$ cat src/rtl/gray_ptr_sync_decoder.sv
// Purpose: synchronize a gray-coded pointer from the far clock domain, decode it to binary, and report per-cycle advance and illegal steps.
// Latency: a gray_in value shows on gray_sync SYNC_STAGES-1 edges after capture and on bin_out/upd/delta SYNC_STAGES edges after capture.
// Backpressure: none; the consumer must sample upd/delta in the cycle they are asserted.
module gray_ptr_sync_decoder #(
  parameter int WIDTH       = 4,
  parameter int SYNC_STAGES = 2   // legal range 2..4
) (
  input  logic             clk,
  input  logic             rst,
  input  logic [WIDTH-1:0] gray_in,
  input  logic             err_clr,
  output logic [WIDTH-1:0] gray_sync,
  output logic [WIDTH-1:0] bin_out,
  output logic             upd,
  output logic [WIDTH-1:0] delta,
  output logic             step_err,
  output logic             ready
);

  localparam int CW = $clog2(SYNC_STAGES + 1);

  typedef enum logic {WARMUP = 1'b0, RUN = 1'b1} state_t;

  state_t           state;
  logic [CW-1:0]    warm_cnt;
  logic [WIDTH-1:0] sync_q [SYNC_STAGES];
  logic [WIDTH-1:0] prev_gray;
  logic [WIDTH-1:0] bin_dec;
  logic [WIDTH-1:0] gray_diff;
  logic             changed;
  logic             multi_bit;

  // Plain flop chain for the CDC crossing; nothing may sit between stages.
  always_ff @(posedge clk or posedge rst) begin
    if (rst) begin
      for (int i = 0; i < SYNC_STAGES; i++) sync_q[i] <= '0;
    end else begin
      sync_q[0] <= gray_in;
      for (int i = 1; i < SYNC_STAGES; i++) sync_q[i] <= sync_q[i-1];
    end
  end

  assign gray_sync = sync_q[SYNC_STAGES-1];

  // Gray-to-binary: each binary bit is the XOR of all gray bits at or above it.
  always_comb begin
    bin_dec = '0;
    for (int i = 0; i < WIDTH; i++) bin_dec[i] = ^(gray_sync >> i);
  end

  // A step is illegal when more than one gray bit flips; x & (x-1) is nonzero exactly then.
  assign gray_diff = gray_sync ^ prev_gray;
  assign changed   = |gray_diff;
  assign multi_bit = |(gray_diff & (gray_diff - WIDTH'(1)));

  // Warm-up/run FSM with registered decode, change pulse, delta and sticky error.
  always_ff @(posedge clk or posedge rst) begin
    if (rst) begin
      state     <= WARMUP;
      warm_cnt  <= '0;
      prev_gray <= '0;
      bin_out   <= '0;
      upd       <= 1'b0;
      delta     <= '0;
      step_err  <= 1'b0;
      ready     <= 1'b0;
    end else begin
      // Decode and history track in both states so RUN starts with no stale step.
      bin_out   <= bin_dec;
      prev_gray <= gray_sync;
      case (state)
        WARMUP: begin
          upd   <= 1'b0;
          delta <= '0;
          if (warm_cnt == CW'(SYNC_STAGES)) begin
            state <= RUN;
            ready <= 1'b1;
          end else begin
            warm_cnt <= warm_cnt + CW'(1);
          end
        end
        RUN: begin
          upd   <= changed;
          delta <= changed ? (bin_dec - bin_out) : '0;
          // A fresh error outranks a simultaneous clear.
          if (changed && multi_bit) step_err <= 1'b1;
          else if (err_clr)         step_err <= 1'b0;
        end
        default: state <= WARMUP;
      endcase
    end
  end

endmodule
$ cat config.mk
export PLATFORM = sky130hd
export DESIGN_NAME = gray_ptr_sync_decoder
export DESIGN_NICKNAME = d
export VERILOG_FILES = /design/src/rtl/gray_ptr_sync_decoder.sv
export SDC_FILE = /design/constraint.sdc
export NUM_CORES = 1
export LEC_CHECK = 0
export BUFFER_PORTS_ARGS = -buffer_cell sky130_fd_sc_hd__buf_2
export CAP_MARGIN = 0
export CORE_MARGIN = 2
export CORE_UTILIZATION = 55
export CTS_CLUSTER_SIZE = 12
export DETAILED_ROUTE_END_ITERATION = 8
export GPL_ROUTABILITY_DRIVEN = 0
export PLACE_DENSITY = 0.78
export RECOVER_POWER = 100
export SYNTH_ARGS = -nofsm -noshare
export SYNTH_HDL_FRONTEND = slang
export SYNTH_SLANG_ARGS = --single-unit
$ cat constraint.sdc
create_clock -name clk -period 4.53 [get_ports clk]
set_input_delay 0.6795 -clock clk [delete_from_list [all_inputs] [get_ports clk]]
set_output_delay 0.6795 -clock clk [all_outputs]
set_load 0.05 [all_outputs]
==> results of run 1 <==
## routing by layer
metal	global-route usage [%]	routed length [um]	part of all wire, %
met5	0	0	0
met4	10.3	10	0.80
met3	2.35	57	4.5
met2	23.6	689	55
met1	17.3	497	40
## per-stage QoR
stage	setup slack, ns	total power [mW]
4_1_cts	2.50	0.527
3_5_place_dp	2.54	0.430
3_3_place_gp	2.60	0.426
5_1_grt	2.18	0.540
6_report	2.42	0.510
2_1_floorplan	2.68	0.396
## layout by cell type (no fill, tap or decap), drive strengths merged, types with 2 or more instances in the layout
cell,Yosys,routed
dfrtp,25,25
clkbuf,1,18
inv,9,9
xnor2,6,6
buf,5,6
o21ai,4,4
ha,4,4
xor2,3,3
nor2,3,3
nand2,2,2
and2,2,2
a21o,2,2
## logic make-up after synthesis
logic type	after synthesis
AO/OA/AOI/OAI	8
XOR/XNOR	9
adder cells (fa/ha/maj)	5
buffers and inverters	15
flip-flops	25
AND/OR/NAND/NOR	11
## worst max-delay path: stages, from the launching register on
cell and delay, ns:
dfrtp_1 0.44, xor2_1 0.21, xnor2_1 0.32, inv_1 0.11, ha_1 0.28, nor2b_1 0.13
o21ai_0 0.18, nor3b_1 0.27, nor3_2 0.06
## final cells by class
class	instances	area (um2)	share of cell area, %
clock buffer	3	22.5	2.10
clock inverter	1	7.51	0.701
inverter	9	33.8	3.15
multi-input combinational	33	264	24.6
sequential	25	626	58.4
tap	25	31.3	2.92
timing repair buffer	21	86.3	8.06
## worst max-delay path by stage
| stage | to | cells after the start | start | slack [ns] |
|---|---|---|---|---|
| 2_1_floorplan | delta[2]$_DFF_PP0_ | 7 | gray_sync[2]$_DFF_PP0_ | 2.68 |
| 3_3_place_gp | delta[3]$_DFF_PP0_ | 8 | gray_sync[2]$_DFF_PP0_ | 2.60 |
| 3_5_place_dp | delta[3]$_DFF_PP0_ | 8 | gray_sync[2]$_DFF_PP0_ | 2.54 |
| 4_1_cts | delta[3]$_DFF_PP0_ | 8 | gray_sync[2]$_DFF_PP0_ | 2.50 |
| 5_1_grt | delta[3]$_DFF_PP0_ | 8 | gray_sync[2]$_DFF_PP0_ | 2.18 |
| 6_report | delta[3]$_DFF_PP0_ | 8 | gray_sync[2]$_DFF_PP0_ | 2.42 |
## power groups by stage
stage          registers, mW  clock network, mW  logic (mW)
5_1_grt                0.262              0.109       0.168
4_1_cts                0.259              0.101       0.167
3_3_place_gp           0.263                  0       0.163
6_report               0.259             0.0946       0.157
2_1_floorplan          0.339                  0      0.0567
3_5_place_dp           0.264                  0       0.166
## sequential cells by signal, summed over array words and instances (netlist names)
| register | cells |
|---|---|
| bin_out | 4 |
| sync_q | 4 |
| prev_gray | 3 |
| warm_cnt | 2 |
| delta | 4 |
| upd | 1 |
| gray_sync | 4 |
| ready | 1 |
| step_err | 1 |
| state | 1 |
==> impl.org, run 1 <==
** Setup path
- STA puts the critical path data arrival time at between 2 and 2.5 ns.
- Path type of the worst setup path :: register to register
- R2R Setup Slk :: 2.42 ns
- Highest fanout seen on the critical path :: 4
- The startpoint identified for the worst register-to-register timing path is gray_sync[2]$_DFF_PP0_.
- In this run the critical register-to-register path is captured at delta[3]$_DFF_PP0_.
- At the worst endpoint, the required time is 4.73 ns.
- The worst setup path is launched from a register.
- Counting cells, the worst reg-to-reg path comes to 8.
- STA classifies the critical path endpoint as a register.

** Yosys
- Area share of the largest cell type after synthesis :: 63.9%
- Counting distinct cell types in the post-synthesis netlist gives 22.
- Summing the areas of all and, or, nand and nor instances in the mapped netlist gives between 6 and 7% of the synthesized area.
- Post-Synthesis Mean Instance Area :: around 13 um2
- Share of cell area taken by muxes after synthesis :: 0%
- Synthesis handed over a netlist of 73 instances.
- Main combinational cell family by area after synthesis :: XOR/XNOR gates
- For this run, the leading register cell type out of synthesis is dfrtp_1.
- Number of synthesized register bits :: 25
- For this run, the number of Yosys warnings is 0.
- Summing every instance area after synthesis gives slightly below 1000 um2.
- After synthesis, the cell types taking the most area are dfrtp_1 (64%), ha_1 (5.1%), xnor2_1 (4.5%).
- Summing the areas of all fa, ha and maj instances in the mapped netlist gives under 10% of the synthesized area.
- Among all cell types in the netlist, the one instantiated most often is dfrtp_1.
- Fraction of synthesized cell area in xor and xnor cells :: a little under a tenth
- Of all cell types, the one taking the most synthesized area is dfrtp_1.
- Yosys mapped a number of flops with a built-in enable equal to 0.
- Cell types with the highest counts after synthesis :: dfrtp_1 (25), inv_1 (9), buf_4 (5), xnor2_1 (5)
- Sequential cell area fraction in the yosys report :: 63.9%
- In the synthesized netlist the async set-or-reset flop fraction comes to between 90% and 100%.
- Compound-cell area share of the yosys netlist :: about 5.5%
- Total nets after synthesis :: 85

** Power
- In this run switching power makes up 37.9% of total power.
- Total net switching power :: 0.193 mW
- The share of total power dissipated in combinational logic is a little under a third.
- Maximum VDD drop :: between 0.2 and 0.3 mV
- Power per cell area :: 476 nW/um2
- The clock network burns 18.5% of the power.
- For this design the static power due to leakage is 0.490 nW.
- Registers are responsible for approximately 51% of the overall power.
- Pint :: around 0.32 mW

** Placed design
- Instance area after placement :: approximately 1100 um2
- The number of placed instances, taps included, is 113.
- The wire-length estimate of the detail-placed layout is between 900 and 1000 um.
- Port buffering added 21 buffers.

** Clock network
- The number of setup buffers added after CTS is 0.
- TritonCTS buffer count :: 3
- Number of buffers added to fix hold violations after cts :: 0
- In this run the deepest clock path goes through 2 buffers.
- In this run, post-CTS repair resized a total of 0 instances.
- Htree depth :: 1
- The clock drives 25 sinks.
- Clock root buffer :: clkbuf_4
- At the later pin of the worst-skew pair, clock insertion delay measures a little over 0.3 ns.
- TritonCTS built the clock tree.
- Clock-pin slew was measured on the worst setup and hold paths at 0.13 ns.

** Global route
- For this run, the total global-route usage over all layers was measured as about 15%.
- Maximum number of pins on one net before global-route repair :: 26
- Overall overflow remaining after global route :: 0
- The first global-routing pass estimated between 2000 and 2500 um of wire.
- Number of global-route vias before repair :: 494
- Number of antenna violations at the first check in global routing :: 0

** Timing
- Transition at the pin with the smallest max-transition slack :: between 0.8 and 0.9 ns
- Total negative setup slack :: 0 ns
- The total count of max-transition violations in the final report came to 0.
- Hold timing on the final database bottoms out at a slack of ~0.36 ns.
- For this run, the top clock speed supported by timing is 0.475 GHz.
- Final period utilization :: a little under half
- Setup repair after global routing left no endpoint under its margin.
- The smallest clock period supported by the final layout is computed as around 2.1 ns.
- The hold violation total from the final report is 0.
- Maximum clock skew at final layout :: 0.00579 ns
- Setup violations remaining at the end of the flow were counted as 0.
- Max_slew headroom :: slightly above 40%

** Route
- After the first detailed-routing iteration, the DRC count stood at 3.
- Routed via count divided by cell count :: roughly 4.6
- First drt pass iteration count :: 2
- Overall via count from detail_route :: 542
- Antenna Violating Nets Remaining :: 0
- Aggregate routed wire length :: approximately 1300 um
- In the final routed layout, each cell accounts on average for 10.7 um.
- Number of DRC violations after detailed routing :: 0

** Flow run
- The tool flagged a number of max-cap violations equal to 0.

** Die
- For this design the top-level I/O count stands at 22.
- Horiz. Die Dim :: between 40 and 50 um
- After floorplanning, the core was divided into 15 placement rows.
- Core region area :: 1710 um2
- Initial standard-cell utilization of the core :: between 50 and 60%
- Chip height :: between 40 and 50 um
- The die covers between 2000 and 2500 um2.

** Cells and area
- The final layout contains 105 nets.
- Final standard cell count with taps included and fillers excluded :: ~120
- The area growth from synthesis to layout is 9.32%.
- At the end of the flow the core is filled with cells to a little over three fifths.
- Inserted Diodes :: 0
- In the final layout, the share of cells above drive strength 1 is 14.1%.
- Non-Filler Cell Area, Final :: about 1100 um2
- After filler insertion, the fill cell instance count of the layout stands at 150.

** Min path
- The worst hold path terminates at gray_sync[3]$_DFF_PP0_.
- The startpoint identified for the worst hold timing path is sync_q[7]$_DFF_PP0_.
- Hold depth :: 0
- Class of the tightest hold or removal check :: register to register

** Status
- The flow ran to the end, and the final reports show no timing, DRC or antenna violations.
No activity file was read; power rests on OpenSTA's default activity.
==> run 2: changes to the inputs <==
- CORE_UTILIZATION: 55 -> 46
- PLACE_DENSITY: 0.78 -> 0.69
- clock period: 4.53 -> 1.9 ns (I/O delays scaled with it)
==> impl.org, run 2 (synthesis results as in run 1) <==
** Status
- The flow ran to the end, and the final reports show no timing, DRC or antenna violations.

** Cells and area
- Final standard cell count with taps included and fillers excluded :: 128 (+9.4%)
- Number of nets in the layout :: 114 (+8.6%)
- The proportion of layout cells with a drive suffix above 1 is 43.6% (+29 points).
- From synthesis to final layout, the design area changed by 23.6%.
- Most common cell after layout, fill and taps aside :: dfrtp_1
- The area of all placed cells without fillers was 1210 um2 (+13%).
- The top cell types in the final layout, fill and taps aside, are dfrtp_1 (25), buf_2 (21), inv_1 (9), buf_4 (7), xnor2_1 (5).
- The antenna diode count is 0 (unchanged).

** Route
- Number of design-rule violations left by the first detailed-router iteration :: 0 (-3)
- Met3 WL :: 79 um (+39%)
- The remaining routing DRC violations is 0 (unchanged).
- Routed metal-1 wire length :: 600 um (+21%)
- Signal routing reaches up to met4.
- Aggregate routed wire length :: 1390 um (+11%)
- The overall via count from detail_route came to 568 (+4.8%).
- Routed via count divided by cell count :: 4.44 (-4.2%)
- The total met2 wirelength after detailed routing is 704 um (+2.2%).
- Antenna Violating Nets Remaining :: 0 (unchanged)
- Routed wire length per instance :: 10.9 um (+1.5%)
- The number of iterations in the first detailed-routing pass came to 1 (-1).

** Timing
- Transition at the pin with the smallest max-transition slack :: 0.579 ns (-0.305 ns)
- The achievable clock frequency came to 0.533 GHz (+12%).
- The total count of max-transition violations in the final report was 0 (unchanged).
- Final period utilization :: 98.7% (+52 points)
- RSZ-0062 raised after global routing :: yes
- The headroom to the max-slew limit is 61.4% (+20 points).
- The final critical delay including setup and external delays was 1.88 ns (-0.230 ns).
- Final number of setup-violating endpoints :: 0 (unchanged)
- The aggregate negative setup slack came to 0 ns (unchanged).
- The hold violation total from the final report came to 0 (unchanged).
- Maximum clock skew at final layout :: 0.00410 ns (-0.00169 ns)

** Setup path
- Arrival time at the worst endpoint :: 2.09 ns (-0.22 ns)
- Worst r2r dst :: delta[3]$_DFF_PP0_
- Worst path required time :: 2.11 ns (-2.62 ns)
- The critical path in this run is classified as register to register.
- The highest fanout seen on the critical path is 3 (-1).
- The worst reg-to-reg path cell count was 8 (unchanged).
- Type of element capturing the critical path :: register
- Critical Path Source Type :: register
- The slack of the worst reg-to-reg path was 0.02 ns (-2.40 ns).
- Crit Reg-Reg Startpoint :: gray_sync[2]$_DFF_PP0_

** Global route
- Number of antenna violations at the first check in global routing :: 0 (unchanged)
- The overall fraction of global-route tracks in use came to 14.3% (-0.19 points).
- Maximum number of pins on one net before global-route repair :: 26 (unchanged)
- Overall overflow remaining after global route :: 0 (unchanged)
- Number of global-route vias before repair :: 584 (+18%)
- The first-pass GRT wire length came to 2570 um (+24%).

** Clock network
- Clock input transition at the sequential cells of the worst setup and hold paths :: 0.13 ns (about the same)
- Clock latency at the later pin of the worst-skew pair :: 0.31 ns (about the same)
- TritonCTS built the clock tree.
- Sinks on Clock Net :: 25 (unchanged)
- TritonCTS buffer count :: 3 (unchanged)
- The clock tree buffer depth is 2 (unchanged).
- The number of levels in the clock H-tree was 1 (unchanged).
- The tree is rooted in a clkbuf_4.

** Placed design
- The standard cell area after detailed placement came to 1110 um2 (+3.0%).
- Number of input and output port buffers inserted :: 21 (unchanged)
- The cell count after placement is 119 (+5.3%).
- HPWL Detailed :: 1010 um (+1.7%)

** Die
- The starting density of the core came to 49.4% (-7.9 points).
- The width of the die is 50.2 um (+8.5%).
- The number of core rows is 16 (+1).
- The I/O pin count came to 22 (unchanged).
- Core region area :: 1980 um2 (+16%)
- Chip height :: 50.2 um (+8.5%)
- The die outline area was 2520 um2 (+18%).

** Power
- The peak supply drop came to 0.763 mV (+180%).
- The power density normalized to cell area came to 1080 nW/um2 (+130%).
- The leakage power came to 0.589 nW (+20%).

** Min path
- Hold Path Origin :: gray_in[0]
- The worst hold path belongs to the class input pin to register.
- The count of cells along the worst hold path is 1 (+1).
- End of the worst hold path :: sync_q[4]$_DFF_PP0_

** Flow run
- The number of violations of the max-capacitance limit was 0 (unchanged).
## run 2: cell types whose count changed in the layout (fill, tap and decap cells not counted), moves of 2 or more
cell | before | now
buf_2 | 6 | 21
clkbuf_1 | 15 | 0
buf_4 | 0 | 7
xor2_1 | 3 | 1
xor2_2 | 0 | 2
## run 2: critical path, stage by stage (launching register included)
cell     delay, ns
dfrtp_1       0.43
xor2_2        0.20
xnor2_2       0.22
inv_1         0.09
ha_1          0.30
nor2b_4       0.13
o21ai_2       0.14
nor3b_2       0.20
nor3_2        0.07
## run 2: how the worst max path moves through the flow
stage                            from                 end  slack, ns  cells past startpoint
6_report       gray_sync[2]$_DFF_PP0_  delta[3]$_DFF_PP0_       0.02                      8
3_5_place_dp   gray_sync[2]$_DFF_PP0_  delta[3]$_DFF_PP0_      -0.08                      8
3_3_place_gp   gray_sync[2]$_DFF_PP0_  delta[3]$_DFF_PP0_       0.04                      8
2_1_floorplan  gray_sync[2]$_DFF_PP0_  delta[2]$_DFF_PP0_       0.05                      7
5_1_grt        gray_sync[2]$_DFF_PP0_  delta[3]$_DFF_PP0_      -0.09                      8
4_1_cts        gray_sync[3]$_DFF_PP0_  delta[2]$_DFF_PP0_      -0.01                      7
## run 2: metrics by stage
| step | total power [mW] | hold WS (ns) | utilization (%) | setup slack (ns) |
|---|---|---|---|---|
| 6_report | 1.31 | 0.0694 | 61.1 | 0.0238 |
| 5_1_grt | 1.39 | 0.0273 | 61.1 | -0.0868 |
| 4_1_cts | 1.28 | 0.0580 | 59.3 | -0.0116 |
| 3_5_place_dp | 1.03 | 0.338 | 55.9 | -0.0804 |
| 3_3_place_gp | 1.02 | 0.333 | 55.9 | 0.0410 |
| 2_1_floorplan | 0.944 | 0.312 | - | 0.0531 |
## run 2: layer usage
| layer | up-vias | global-route usage (%) |
|---|---|---|
| met2 | 18 | 24.3 |
| li1 | 275 | - |
| met1 | 273 | 16.8 |
| met4 | 0 | 6.94 |
| met5 | - | 0 |
| met3 | 2 | 3.57 |
## run 2: layout make-up
class	instances	area, um2
inverters	9	33.8
clock buffers	3	22.5
multi-input cells	33	318
fillers	159	771
well taps	27	33.8
clock inverters	1	5.00
flip-flops and latches	25	626
repair buffers	30	173
## run 2: where the power goes
group / internal [mW] / switching, mW / total (mW)
sequential: 0.592 / 0.0261 / 0.619
clock: 0.0786 / 0.148 / 0.226
combinational: 0.150 / 0.310 / 0.460
total: 0.821 / 0.484 / 1.31
## run 2: timing repair
| action | in CTS | in global routing |
|---|---|---|
| hold endpoints to repair | 25 | 0 |
| hold buffers | 1 | 0 |
| buffers inserted | 3 | 2 |
| resized for setup | 4 | 6 |
| pin swaps | 4 | 10 |
| setup endpoints to repair | 3 | 3 |
